### config.mk
export PLATFORM = sky130hd
export DESIGN_NAME = reg_file
export DESIGN_NICKNAME = d
export VERILOG_FILES = /design/src/rtl/reg_file_pkg.sv /design/src/rtl/reg_file_tag_table.sv /design/src/rtl/reg_file.sv
export SDC_FILE = /design/constraint.sdc
export NUM_CORES = 2
export LEC_CHECK = 0
export ABC_AREA = 0
export BUFFER_PORTS_ARGS = -buffer_cell sky130_fd_sc_hd__buf_2
export CAP_MARGIN = 30
export CORE_ASPECT_RATIO = 0.75
export CORE_MARGIN = 4
export CORE_UTILIZATION = 40
export DETAILED_ROUTE_END_ITERATION = 7
export GPL_ROUTABILITY_DRIVEN = 0
export SLEW_MARGIN = 10
export SYNTH_ARGS = -nofsm -noshare
export SYNTH_HDL_FRONTEND = slang
export SYNTH_SLANG_ARGS = --single-unit
export TNS_END_PERCENT = 30
### constraint.sdc
create_clock -name clk -period 8.1 [get_ports clk]
set_clock_uncertainty 0.05 [all_clocks]
set_input_delay 2.43 -clock clk [delete_from_list [all_inputs] [get_ports clk]]
set_output_delay 2.43 -clock clk [all_outputs]
set_load 0.01 [all_outputs]
### src/rtl/reg_file_pkg.sv
// ============================================================================
// reg_file_pkg : shared register-file constants and helpers
// Rev 1.0
// ============================================================================
`default_nettype none

package reg_file_pkg;

    localparam int NUM_REGS = 32;
    localparam int DATA_W   = 32;
    localparam int IDX_W    = 5;

    function automatic logic is_arch_reg(input logic [IDX_W-1:0] idx);
        return idx != '0;
    endfunction

endpackage

`default_nettype wire

### src/rtl/reg_file_tag_table.sv
// ============================================================================
// reg_file_tag_table : per-register pending ROB tag, renamed on the falling
// edge, cleared by a matching commit on the rising edge. Rev 1.0
// ============================================================================
`default_nettype none

module reg_file_tag_table
    import reg_file_pkg::*;
#(
    parameter int TAG_W = 5
) (
    input  logic             clk,
    input  logic             rst,
    input  logic             ren_en_i,
    input  logic [IDX_W-1:0] ren_idx_i,
    input  logic [TAG_W-1:0] ren_tag_i,
    input  logic             clr_en_i,
    input  logic [IDX_W-1:0] clr_idx_i,
    input  logic [TAG_W-1:0] clr_tag_i,
    output logic             clr_hit_o,
    input  logic [IDX_W-1:0] rd0_idx_i,
    input  logic [IDX_W-1:0] rd1_idx_i,
    input  logic [IDX_W-1:0] rd2_idx_i,
    output logic [TAG_W-1:0] rd0_tag_o,
    output logic [TAG_W-1:0] rd1_tag_o,
    output logic [TAG_W-1:0] rd2_tag_o
);

    logic [TAG_W-1:0] tag_eff [NUM_REGS];

    assign tag_eff[0] = '0;

    // Each flag lives in one clock domain: the tag is pending while the
    // falling-edge flag differs from the rising-edge flag, so a rename sets
    // them unequal and a commit clear sets them equal.
    for (genvar r = 1; r < NUM_REGS; r++) begin : g_tag
        logic [TAG_W-1:0] tag_q, tag_d;
        logic             ren_q, ren_d;
        logic             clr_q, clr_d;

        always_comb begin
            tag_d = tag_q;
            ren_d = ren_q;
            if (ren_en_i && (ren_idx_i == IDX_W'(r))) begin
                tag_d = ren_tag_i;
                ren_d = ~clr_q;
            end
        end

        always_comb begin
            clr_d = clr_q;
            if (clr_hit_o && (clr_idx_i == IDX_W'(r)))
                clr_d = ren_q;
        end

        always_ff @(negedge clk or negedge rst) begin
            if (!rst) begin
                tag_q <= '0;
                ren_q <= 1'b0;
            end else begin
                tag_q <= tag_d;
                ren_q <= ren_d;
            end
        end

        always_ff @(posedge clk or negedge rst) begin
            if (!rst) clr_q <= 1'b0;
            else      clr_q <= clr_d;
        end

        assign tag_eff[r] = (ren_q ^ clr_q) ? tag_q : '0;
    end

    assign clr_hit_o = clr_en_i && is_arch_reg(clr_idx_i)
                       && (tag_eff[clr_idx_i] == clr_tag_i);

    assign rd0_tag_o = tag_eff[rd0_idx_i];
    assign rd1_tag_o = tag_eff[rd1_idx_i];
    assign rd2_tag_o = tag_eff[rd2_idx_i];

endmodule

`default_nettype wire

### src/rtl/reg_file.sv
// ============================================================================
// reg_file : 32x32 architectural register file with ROB tag tracking
// Rev 1.0
// ============================================================================
`default_nettype none

module reg_file
    import reg_file_pkg::*;
#(
    parameter int ROB_Entry_WIDTH = 5
) (
    input  logic                              clk,
    input  logic                              rst,
    input  logic                              WP1_Wen,
    input  logic [ROB_Entry_WIDTH-1:0]        WP1_ROBEN,
    input  logic [4:0]                        WP1_DRindex,
    input  logic [31:0]                       WP1_Data,
    input  logic                              WP1_Wen_IQ,
    input  logic [ROB_Entry_WIDTH-1:0]        WP1_ROBEN_IQ,
    input  logic [4:0]                        WP1_DRindex_IQ,
    input  logic [4:0]                        RP1_index1,
    input  logic [4:0]                        RP1_index2,
    output logic [31:0]                       RP1_Reg1,
    output logic [31:0]                       RP1_Reg2,
    output logic [(1<<ROB_Entry_WIDTH)-1:0]   RP1_Reg1_ROBEN,
    output logic [(1<<ROB_Entry_WIDTH)-1:0]   RP1_Reg2_ROBEN,
    input  logic [4:0]                        input_WP1_DRindex_test,
    output logic [(1<<ROB_Entry_WIDTH)-1:0]   output_ROBEN_test
);

    localparam int TAG_OUT_W = 1 << ROB_Entry_WIDTH;

    logic                       wr_hit;
    logic [ROB_Entry_WIDTH-1:0] rd1_tag, rd2_tag, test_tag;
    logic [DATA_W-1:0]          data_rd [NUM_REGS];

    reg_file_tag_table #(
        .TAG_W (ROB_Entry_WIDTH)
    ) u_tag_table (
        .clk       (clk),
        .rst       (rst),
        .ren_en_i  (WP1_Wen_IQ),
        .ren_idx_i (WP1_DRindex_IQ),
        .ren_tag_i (WP1_ROBEN_IQ),
        .clr_en_i  (WP1_Wen),
        .clr_idx_i (WP1_DRindex),
        .clr_tag_i (WP1_ROBEN),
        .clr_hit_o (wr_hit),
        .rd0_idx_i (RP1_index1),
        .rd1_idx_i (RP1_index2),
        .rd2_idx_i (input_WP1_DRindex_test),
        .rd0_tag_o (rd1_tag),
        .rd1_tag_o (rd2_tag),
        .rd2_tag_o (test_tag)
    );

    assign data_rd[0] = '0;

    for (genvar r = 1; r < NUM_REGS; r++) begin : g_data
        logic [DATA_W-1:0] data_q, data_d;

        always_comb begin
            data_d = data_q;
            if (wr_hit && (WP1_DRindex == IDX_W'(r)))
                data_d = WP1_Data;
        end

        always_ff @(posedge clk or negedge rst) begin
            if (!rst) data_q <= '0;
            else      data_q <= data_d;
        end

        assign data_rd[r] = data_q;
    end

    assign RP1_Reg1          = data_rd[RP1_index1];
    assign RP1_Reg2          = data_rd[RP1_index2];
    assign RP1_Reg1_ROBEN    = TAG_OUT_W'(rd1_tag);
    assign RP1_Reg2_ROBEN    = TAG_OUT_W'(rd2_tag);
    assign output_ROBEN_test = TAG_OUT_W'(test_tag);

endmodule

`default_nettype wire

# Yosys cells after proc, flatten, opt, wreduce, memory -nomap -nowiden

Index checks and enable logic that the tools add are counted.

Logic and storage cells: 371
Bits in read-only memories: 0
Bits in writable memories: 0
Bits in latches: 0
Memories: 0
Register bits after elaboration: 1209
Output and inout bits: 160

Equal/unequal tests: 63
$mul: 0
$add $sub $neg: 0
Multiplexer cells: 49
Shift operators: 0
Magnitude comparators: 4
Reductions and logical operators: 65
Divide/modulo/power cells: 0
Bitwise gates (word level): 66

Operator list:

| kind                                                             | number |
|---|---|
| 32-bit binary-select mux with 5-bit select                       | 2 |
| 5-bit 2-to-1 mux                                                 | 39 |
| 5-bit == test (second input constant)                            | 32 |
| 32-bit 2-to-1 mux                                                | 4 |
| 5-bit binary-select mux with 5-bit select                        | 4 |
| 5-bit by 4-bit == test with 1-bit output (second input constant) | 16 |
| 1-bit logical AND                                                | 64 |
| 5-bit by 3-bit == test with 1-bit output (second input constant) | 8 |
| 1-bit inverter                                                   | 31 |
| 1-bit XOR                                                        | 31 |
| 6-bit >= comparator (second input constant)                      | 4 |
| 5-bit inverter with 6-bit output                                 | 4 |
| 5-bit by 2-bit == test with 1-bit output (second input constant) | 4 |
| 5-bit by 1-bit == test with 1-bit output (second input constant) | 2 |
| 5-bit == test                                                    | 1 |
| 5-bit nonzero test                                               | 1 |

# Depth between registers and ports, before layout

Depth after elaboration: 8
Depth in mapped cells: 14
Mapped depth without buffers: 9

# Modules after synthesis

A second synthesis with hierarchy kept.

Cell total of the unflattened synthesis: 5038
Area total of the unflattened synthesis: 68528.2 sq um

By module, submodules not included:

| module             | area an instance (sq um) | cells each | instances |
|---|---|---|---|
| reg_file           | 53807.9                  | 3721       | 1 |
| reg_file_tag_table | 14720.4                  | 1317       | 1 |

==> flow_summary.ini <==
[run_status]
status = finished with violations
violations = setup timing

[grt]
grt.overflow.total = 0
grt_pass1_vias = 46100
grt.total_usage = 0.251
antenna_found_initial = 10
grt_pass1_wl_mm = 334
grt_max_degree = 183

[timing]
worst_pin_slew_ps = 1080
slew_viol_final = 0
setup_viol = 15
hold_viol_final = 0
slew_headroom = 0.279
rsz0062_at_grt = yes
setup_ws_ps = -1430

[route]
dr.pass1.iters = 7
met3_wirelength_mm = 21.0
antenna_left = 0
vias = 44700
wl_per_cell_um = 31.4
met1Wirelength_mm = 98.9
drc = 0
met2_length_mm = 98.6
highest_layer = met5
routed_wl_mm = 226
via_per_inst = 6.21
drtIter0Drc = 4647

[clock_network]
root_buffer = clkbuf_16
insertion_delay_ps = 790
cts.clk_slew.worst_paths_ps = 50
hold_buffers = 0
clk_path_buf_depth = 3
htreeDepth = 4
numCtsBuffers = 132
cts_tree = yes
clock-sinks = 1209

[floorplanning]
dieArea_um2 = 180000
design.core.area_um2 = 173000
ioPinCount = 231
die_w_um = 489
start_util = 0.402
die_y_um = 369
rows = 132

[synthesis]
ys_seq_area_frac = 0.436
synth-edff-count = 0
synth_ff_type = dfrtp_1
yosysTopAreaCell = dfrtp_1
synth.distinct_cells = 68
synth-seq-cells = 1209
syn_inst = 4504
synth-async-reset-ratio = 1.00
synth.area.top_cells = dfrtp_1 37%, mux4_2 23%, mux2_2 14%, dfrtn_1 6.7%, mux2_4 6.5%
syn_area_um2 = 69400
synth_top_area_share = 0.369
synth_warnings = 0
synth.avg_cell_area_um2 = 15.4

[pwr]
power_density_nw_per_um2 = 193
ir_drop_mv = 0.152
p_leak_nw = 37.0

[worst_setup_path]
worstSetupPathType = flip-flop to output pin
crit_path_start_kind = flip-flop
arrival_ps = 7050
cp_max_fo = 4
worstPathRequired_ps = 5620
critPathCaptureType = output pin

[job]
maxCapViolCount = 0

[finish]
final_common_cell = dfrtp_1
layout_common_cells = 1023 x dfrtp_1, 855 x mux2_2, 698 x mux4_2, 385 x buf_4, 300 x mux2_4
drive_above_1_share = 0.576
fin_nets = 4886
synthToLayoutAreaGrowth_pct = 16.0
fin_area_um2 = 80500
final_util = 0.466

[placed_design]
portBuffers = 149
place_area_um2 = 75600
dp_hpwl_mm = 147

[hold_path]
hold_path.class = flip-flop to flip-flop
per-stage QoR:
stage | hold WS (ps) | setup TNS (ps) | instances | power, W | setup slack (ps)
6_report | 412 | -20880 | 7200 | 0.0155 | -1430
5_1_grt | 418 | -22090 | 7199 | 0.0161 | -1500
4_1_cts | 409 | -20700 | 7189 | 0.0156 | -1410
3_5_place_dp | 407 | -9800 | 6945 | 0.00922 | -742
3_3_place_gp | 403 | -9310 | 6943 | 0.00917 | -722
2_1_floorplan | 390 | -6580 | 4584 | 0.00808 | -403
final timing paths:
check	startpoint	endpoint	slack [ps]	cells after the start
setup / recovery	u_tag_table.g_tag[26].ren_q	output_ROBEN_test[1]	-1430	7
setup reg to reg	u_tag_table.g_tag[30].ren_q	g_data[18].data_q[3]	30	13
hold / removal	u_tag_table.g_tag[4].tag_q[2]	u_tag_table.g_tag[4].tag_q[2]	410	1
min in group asynchronous	rst	u_tag_table.g_tag[20].clr_q	1510	1
max in group asynchronous	rst	u_tag_table.g_tag[29].ren_q	1750	2
hold reg to reg	u_tag_table.g_tag[4].tag_q[2]	u_tag_table.g_tag[4].tag_q[2]	410	1
cells in the mapped netlist, drive strengths merged, types with 15 or more instances:
library cell / number
clkbuf: 272
mux4: 698
dfrtp: 1023
dfrtn: 186
nor4: 18
xor2: 32
a211oi: 32
nand3: 71
buf: 274
nor2: 56
a22o: 64
a221oi: 19
nand4: 17
a21oi: 54
o21ai: 37
nand2: 203
mux2: 1306
mux2i: 15
kinds of logic after synthesis:
logic type / share of synthesized area
mux: 0.457
flops: 0.436
buf+inv: 0.0426
simple gates: 0.0324
compound gates: 0.0275
xor+xnor: 0.00465
other cells: 0.0000540
critical path: stages, from the launching register on:
cell and delay [ps]:
dfrtn_1 460, xor2_2 180, buf_4 170, nand2_1 130, mux4_2 500, mux4_2 510
a21oi_4 210, buf_6 130
final cells by class:
cell class | count | area (µm²)
fill | 14900 | 92100
timing repair buffer | 643 | 5920
multi-input combinational | 2825 | 37000
clock inverter | 52 | 656
clock buffer | 185 | 3780
antenna | 4 | 10.0
sequential | 1209 | 30300
inverter | 4 | 15.0
tap | 2278 | 2850
timing repair:
item                                    in CTS  in global routing
resized for setup                           48                 26
setup buffers                                7                  4
endpoints found under the setup margin      15                234
pin swaps                                   24                 11
sequential cells by signal, summed over array words and instances, names as in the netlist:
signal                   flops
u_tag_table.g_tag.clr_q     31
g_data.data_q              992
u_tag_table.g_tag.ren_q     31
u_tag_table.g_tag.tag_q    155
layer usage:
layer	GRT usage	vias to the layer above
li1	-	18000
met1	0.366	24200
met2	0.363	2046
met3	0.0712	448
met4	0.0802	4
met5	0.00107	-
report_power, final:
group          internal, W  switching [W]  total, W
Sequential         0.00639       0.000323   0.00672
Clock              0.00356        0.00270   0.00626
Combinational      0.00121        0.00132   0.00253
No activity file was read; power rests on OpenSTA's default activity.
